## src/rtl/csa_sum_pipe_if.sv

```systemverilog
// Beat interface for csa_sum_pipe: operand/tag input channel plus result channel.
// The master drives operands and out_ready; the slave (the pipeline) drives results.
interface csa_sum_pipe_if #(
    parameter int unsigned WIDTH = 4,
    parameter int unsigned ACC_W = 8
);
    logic [WIDTH-1:0] a;
    logic [WIDTH-1:0] b;
    logic [WIDTH-1:0] c;
    logic             mode;
    logic             first;
    logic             in_valid;
    logic             in_ready;
    logic [ACC_W-1:0] out_data;
    logic             out_ovf;
    logic             out_valid;
    logic             out_ready;

    modport master (
        output a, b, c, mode, first, in_valid, out_ready,
        input  in_ready, out_data, out_ovf, out_valid
    );

    modport slave (
        input  a, b, c, mode, first, in_valid, out_ready,
        output in_ready, out_data, out_ovf, out_valid
    );
endinterface

```

## src/rtl/csa_sum_pipe.sv

```systemverilog
// Two-stage carry-save three-operand adder with an optional saturating accumulator.
// Stage 1 holds the carry-save pair; stage 2 resolves it and updates the accumulator.
// A stalled output freezes the whole pipe, so in_ready is simply the absence of a stall.
module csa_sum_pipe #(
    parameter int unsigned WIDTH = 4,
    parameter int unsigned ACC_W = 8
) (
    input logic          clk,
    input logic          rst,
    csa_sum_pipe_if.slave bus
);
    localparam int unsigned SumW = WIDTH + 2;
    localparam logic [ACC_W-1:0] AccMax = '1;

    // Stage 1 state
    logic             s1_valid_q;
    logic [WIDTH-1:0] s1_s_q;
    logic [WIDTH-1:0] s1_cs_q;
    logic             s1_mode_q;
    logic             s1_first_q;

    // Stage 2 / output state
    logic             out_valid_q;
    logic [ACC_W-1:0] out_data_q;
    logic [ACC_W-1:0] acc_q;
    logic             ovf_q;

    // Next-state values for stage 2
    logic [SumW-1:0]  sum;
    logic [ACC_W:0]   acc_sum;
    logic [ACC_W-1:0] acc_d;
    logic             ovf_d;
    logic [ACC_W-1:0] data_d;

    logic stall;

    assign stall         = out_valid_q && !bus.out_ready;
    assign bus.in_ready  = !stall;
    assign bus.out_valid = out_valid_q;
    assign bus.out_data  = out_data_q;
    // ovf only changes when a beat enters the output register, so the live flag
    // always matches the beat being presented.
    assign bus.out_ovf   = ovf_q;

    // Stage 1: capture the bitwise carry-save pair and tags of an accepted beat.
    always_ff @(posedge clk) begin
        if (rst) begin
            s1_valid_q <= 1'b0;
            s1_s_q     <= '0;
            s1_cs_q    <= '0;
            s1_mode_q  <= 1'b0;
            s1_first_q <= 1'b0;
        end else if (!stall) begin
            s1_valid_q <= bus.in_valid;
            if (bus.in_valid) begin
                s1_s_q     <= bus.a ^ bus.b ^ bus.c;
                s1_cs_q    <= (bus.a & bus.b) | (bus.a & bus.c) | (bus.b & bus.c);
                s1_mode_q  <= bus.mode;
                s1_first_q <= bus.first;
            end
        end
    end

    // Stage 2 next state: resolve the carry-save pair and apply the beat's mode.
    always_comb begin
        sum     = SumW'(s1_s_q) + (SumW'(s1_cs_q) << 1);
        acc_sum = {1'b0, acc_q} + (ACC_W + 1)'(sum);
        acc_d   = acc_q;
        ovf_d   = ovf_q;
        data_d  = ACC_W'(sum);
        if (s1_mode_q) begin
            if (s1_first_q) begin
                acc_d = ACC_W'(sum);
                ovf_d = 1'b0;
            end else if (acc_sum[ACC_W]) begin
                acc_d = AccMax;
                ovf_d = 1'b1;
            end else begin
                acc_d = acc_sum[ACC_W-1:0];
            end
            data_d = acc_d;
        end
    end

    // Stage 2 register: the accumulator moves only when a beat enters the output.
    always_ff @(posedge clk) begin
        if (rst) begin
            out_valid_q <= 1'b0;
            out_data_q  <= '0;
            acc_q       <= '0;
            ovf_q       <= 1'b0;
        end else if (!stall) begin
            out_valid_q <= s1_valid_q;
            if (s1_valid_q) begin
                out_data_q <= data_d;
                acc_q      <= acc_d;
                ovf_q      <= ovf_d;
            end
        end
    end
endmodule

```

## src/flat_wrapper.sv

```systemverilog
// flat-port wrapper written by rule: the top's interface ports become plain ports
module csa_sum_pipe_flat 
#(
    parameter int unsigned WIDTH = 4,
    parameter int unsigned ACC_W = 8
)
  (clk, rst, bus_a, bus_b, bus_c, bus_mode, bus_first, bus_in_valid, bus_out_ready, bus_in_ready, bus_out_data, bus_out_ovf, bus_out_valid);
  csa_sum_pipe_if #(.WIDTH(WIDTH), .ACC_W(ACC_W)) bus_i ();
  input logic clk;
  input logic rst;
  input wire logic [$bits(bus_i.a)-1:0] bus_a;
  input wire logic [$bits(bus_i.b)-1:0] bus_b;
  input wire logic [$bits(bus_i.c)-1:0] bus_c;
  input wire logic [$bits(bus_i.mode)-1:0] bus_mode;
  input wire logic [$bits(bus_i.first)-1:0] bus_first;
  input wire logic [$bits(bus_i.in_valid)-1:0] bus_in_valid;
  input wire logic [$bits(bus_i.out_ready)-1:0] bus_out_ready;
  output wire logic [$bits(bus_i.in_ready)-1:0] bus_in_ready;
  output wire logic [$bits(bus_i.out_data)-1:0] bus_out_data;
  output wire logic [$bits(bus_i.out_ovf)-1:0] bus_out_ovf;
  output wire logic [$bits(bus_i.out_valid)-1:0] bus_out_valid;
  assign bus_i.a = bus_a;
  assign bus_i.b = bus_b;
  assign bus_i.c = bus_c;
  assign bus_i.mode = bus_mode;
  assign bus_i.first = bus_first;
  assign bus_i.in_valid = bus_in_valid;
  assign bus_i.out_ready = bus_out_ready;
  assign bus_in_ready = bus_i.in_ready;
  assign bus_out_data = bus_i.out_data;
  assign bus_out_ovf = bus_i.out_ovf;
  assign bus_out_valid = bus_i.out_valid;
  csa_sum_pipe #(.WIDTH(WIDTH), .ACC_W(ACC_W)) u_core (.clk(clk), .rst(rst), .bus(bus_i));
endmodule
```

## config.mk

```make
export PLATFORM = sky130hd
export DESIGN_NAME = csa_sum_pipe_flat
export DESIGN_NICKNAME = d
export VERILOG_FILES = /design/src/rtl/csa_sum_pipe_if.sv /design/src/rtl/csa_sum_pipe.sv /design/src/flat_wrapper.sv
export SDC_FILE = /design/constraint.sdc
export NUM_CORES = 1
export LEC_CHECK = 0
export CAP_MARGIN = 10
export CELL_PAD_IN_SITES_DETAIL_PLACEMENT = 0
export CELL_PAD_IN_SITES_GLOBAL_PLACEMENT = 1
export CORE_ASPECT_RATIO = 2
export CORE_MARGIN = 2
export CORE_UTILIZATION = 39
export DETAILED_ROUTE_END_ITERATION = 10
export PLACE_DENSITY = 0.86
export SLEW_MARGIN = 20
export SYNTH_ARGS = -nofsm -noshare
export SYNTH_HDL_FRONTEND = slang
export SYNTH_SLANG_ARGS = --single-unit
```

## constraint.sdc

```tcl
create_clock -name clk -period 3.5 [get_ports clk]
set_input_delay 0.35 -clock clk [delete_from_list [all_inputs] [get_ports clk]]
set_output_delay 0.35 -clock clk [all_outputs]
set_load 0.005 [all_outputs]
```

==> results <==
- The synthesized netlist net count is 233.
- The sequential share of the synthesized area is 34.8%.
- The root buffer cell chosen for the clock tree is sky130_fd_sc_hd__clkbuf_8.
- The largest net degree at the start of global routing is 25.
- The initial utilization of the core area, before any placement, comes to 40.8%.
- The clock latency on the worst-skew pair is 0.29 ns.
- The most used standard cell by instance count after synthesis is sky130_fd_sc_hd__a21oi_1.
- The count of different cell masters after synthesis is 41.
- In the final routed layout, each cell accounts on average for 15.2 µm.
- The number of pins exceeding their max-slew limit in the final report is 0.
- Counting the fill cells in the layout gives 407.
- The share of post-route cells with drive strength above 1 is 8.33%.
- The number of violations of the max-capacitance limit is 0.
- After floorplanning, the core was sized to cover 0.00409 mm².
- The area taken by flip-flops and latches is 581 µm².
- The first routing iteration left 21 violations.
- Setup repair after global routing left no endpoint under its margin.
- At the worst endpoint, the arrival time is 2.98 ns.
- Of the available clock period, the critical path in the final layout requires 79.8%.
- The largest voltage drop on the vdd net is 0.287 mV.
- The share of flip-flops with an asynchronous set or reset is 0%.
- Summing all multi-input logic gate instances after layout gives 995 µm².
- In the global route stage, overall resource usage came out at 20.3%.
- The average vias per placed instance is 5.57.
- Summed over all instances, the cell type with the most area after synthesis is sky130_fd_sc_hd__dfxtp_1.
- In this run the worst path has a maximum fanout of 7.
- The sum of internal, switching and leakage power is 0.000753 W.
- The first-pass iteration count of the detailed router is 4.
- The upper clock frequency limit is 358 MHz.
- The post-CTS setup buffer count is 0.
- The post-route minimum period is 2.79 ns.
- The flow ran to the end, and the final reports show no timing, DRC or antenna violations.
- The worst clock skew is 0.00767 ns.
- The total power divided by cell area is 362 mW/mm².
- The launching element type of the critical path is a register.
- The post-synthesis cell count is 200.
- The HPWL after detailed placement is 3400 µm.
- After the flow finishes, the layout carries non-filler instances totaling 280.
- The DRC violation count after routing is 0.
- The number of diodes is 0.
- Relative to the synthesized area, the layout overhead comes to 24.7%.
- The critical path starts at u_core.s1_s_q[2]$_SDFFE_PP0P_.
- The end of the worst register-to-register path is u_core.bus.out_data[7]$_SDFFE_PP0P_.
- The commonest cells after synthesis are 34 x sky130_fd_sc_hd__a21oi_1, 29 x sky130_fd_sc_hd__dfxtp_1, 21 x sky130_fd_sc_hd__nand2_1.
- The floorplan step defined a die boundary enclosing 0.00485 mm².
- The synthesized design contains 0 enable-type register cells.
- The longest clock path from root to sink contains 2 buffers.
- The critical path data required time is 3.68 ns.
- The number of buffers created by CTS is 5.
- Summed over its instances, the top area cell type makes up 34.8% of the synthesized netlist area.
- The path type of the worst setup path is reg2reg.
- The worst max-slew margin expressed relative to the limit is 69.4%.
- The cell count after placement is 272.
- The start of the worst register-to-register path is u_core.s1_s_q[2]$_SDFFE_PP0P_.
- Setup violations remaining at the end of the flow were counted as 0.
- The number of cells upsized or downsized after cts is 0.
- The category of the worst setup path capture point is a register.
- The CTS sink count is 29.
- The CTS tree is yes.
- The Yosys step of the flow raised 0 warnings.
- In this run the vertical extent of the chip is 96.5 µm.
- The global-route wire length before repair is 7270 µm.
- The most used flip-flop cell after synthesis is sky130_fd_sc_hd__dfxtp_1.
- The number of nets in the layout is 260.
- The detail route stage leaves a number of antenna-violating nets equal to 0.
- The I/O pin count is 29.
- The leakage power total is 0.816 nW.
- For the final routed database, the setup TNS stands at 0 ns.
- The initial antenna violation count is 0.
- The congestion estimate from routability-driven global placement came to 0.873.
- Yosys attributes the largest share of cell area to sky130_fd_sc_hd__dfxtp_1 35%, sky130_fd_sc_hd__a21oi_1 10%, sky130_fd_sc_hd__fa_1 7.2%.
- The post-cts hold buffer count is 0.
- The synthesized netlist occupies a cell area of 0.00167 mm².
- The width of the chip is 50.3 µm.
- The floorplan has 33 rows.
- The number of endpoints with negative hold slack in the final report came to 0.
- The via count of the first global-routing pass is 1,656.
- The minimum setup slack among reg-to-reg paths is 0.71 ns.
- The number of vias in the routed layout is 1,559.
- For this block, the routed nets add up to 4260 µm of wire.
- The length in cells of the worst reg-to-reg path is 10.
- Counting flops and latches in the post-synthesis netlist gives 29.
- Dividing the synthesized area by the synthesized cell count gives 8.35 µm².
- The overall overflow remaining after global route is 0.
- Clock-pin slew was measured on the worst setup and hold paths at 0.07 ns.
- For the pin with the worst max-slew slack, the measured transition is 0.458 ns.
- The number of H-tree levels is 2.
- The class of the most critical hold timing path is reg2reg.
- The quantity of I/O buffers inserted on ports is 28.
- The most critical setup path has its endpoint at u_core.bus.out_data[7]$_SDFFE_PP0P_.
cell type report:
class                           count  area share (%)
Multi-Input combinational cell    147            47.8
Sequential cell                    29            27.9
Timing Repair Buffer               32            14.9
Clock buffer                        5            3.31
Tap cell                           52            3.12
Inverter                           12            2.16
Clock inverter                      3           0.841
flip-flops by register name, indices dropped and copies added, names as in the netlist:
name	cells
u_core.bus.out_data	8
u_core.bus.out_valid	1
u_core.s1_cs_q	4
u_core.bus.out_ovf	1
u_core.s1_s_q	4
u_core.s1_first_q	1
u_core.s1_valid_q	1
u_core.acc_q	8
u_core.s1_mode_q	1
how the worst min path moves through the flow:
stage / start / end / depth (start not counted)
after floorplan: u_core.acc_q[0]$_SDFFE_PP0P_ / u_core.acc_q[0]$_SDFFE_PP0P_ / 2
after global placement: u_core.acc_q[0]$_SDFFE_PP0P_ / u_core.acc_q[0]$_SDFFE_PP0P_ / 2
after detailed placement: u_core.acc_q[0]$_SDFFE_PP0P_ / u_core.acc_q[0]$_SDFFE_PP0P_ / 2
after CTS: u_core.acc_q[0]$_SDFFE_PP0P_ / u_core.acc_q[0]$_SDFFE_PP0P_ / 2
after global routing: u_core.acc_q[0]$_SDFFE_PP0P_ / u_core.acc_q[0]$_SDFFE_PP0P_ / 2
final: u_core.s1_cs_q[2]$_SDFFE_PP0P_ / u_core.s1_cs_q[2]$_SDFFE_PP0P_ / 2
worst max-delay path: stages, from the launching register on:
cell,delay (ns)
sky130_fd_sc_hd__dfxtp_1,0.39
sky130_fd_sc_hd__ha_1,0.25
sky130_fd_sc_hd__a21o_1,0.19
sky130_fd_sc_hd__a21oi_1,0.20
sky130_fd_sc_hd__xnor2_1,0.21
sky130_fd_sc_hd__ha_1,0.38
sky130_fd_sc_hd__a21oi_2,0.19
sky130_fd_sc_hd__a21oi_1,0.08
sky130_fd_sc_hd__o31a_1,0.31
sky130_fd_sc_hd__or3b_1,0.36
sky130_fd_sc_hd__o311a_1,0.13
layer usage:
layer  wire (µm)  global-route usage, %  share of wire [%]  vias to the layer above
met3         121                   3.38                2.8                       12
met1        1480                   17.4                 35                      743
li1            -                      -                  -                      769
met4         146                   10.9                3.4                        0
met5           0                      0                  0                        -
met2        2520                   41.8                 59                       35
layout by cell type, fill, tap and decap left out, types with 6 or more instances in the layout:
cell and instances:
sky130_fd_sc_hd__a21oi_1 34, sky130_fd_sc_hd__dfxtp_1 29, sky130_fd_sc_hd__clkdlybuf4s50_1 28, sky130_fd_sc_hd__nand2_1 21, sky130_fd_sc_hd__nand3_1 19, sky130_fd_sc_hd__inv_1 11, sky130_fd_sc_hd__ha_1 9, sky130_fd_sc_hd__o21ai_0 8
sky130_fd_sc_hd__xnor2_1 6, sky130_fd_sc_hd__fa_1 6
report_power, final:
group	switching (W)	internal, W
combinational	0.0000635	0.0000592
sequential	0.0000119	0.000343
clock	0.000138	0.000137
per-stage QoR:
| step | hold WS [ns] | area, µm² | util (%) | worst slack, ns |
|---|---|---|---|---|
| 2_1_floorplan | 0.438 | 1670 | - | 0.961 |
| 3_3_place_gp | 0.451 | 2000 | 48.8 | 0.746 |
| 3_5_place_dp | 0.454 | 2000 | 48.8 | 0.677 |
| 4_1_cts | 0.466 | 2080 | 50.9 | 0.680 |
| 5_1_grt | 0.486 | 2080 | 50.9 | 0.526 |
| 6_report | 0.466 | 2080 | 50.9 | 0.705 |
kinds of logic (layout without fill, tap and decap cells):
| logic type | count (synthesis) | in the layout | share of synthesized area (%) |
|---|---|---|---|
| AOI/OAI and AO/OA | 63 | 63 | 23.8 |
| xor gates and xnor gates | 6 | 6 | 3.15 |
| adders and majority gates | 15 | 15 | 13.9 |
| buffers and inverters | 24 | 52 | 5.62 |
| DFF | 29 | 29 | 34.8 |
| and+or+nand+nor | 63 | 63 | 18.7 |
(Power assumes the default switching activity.)
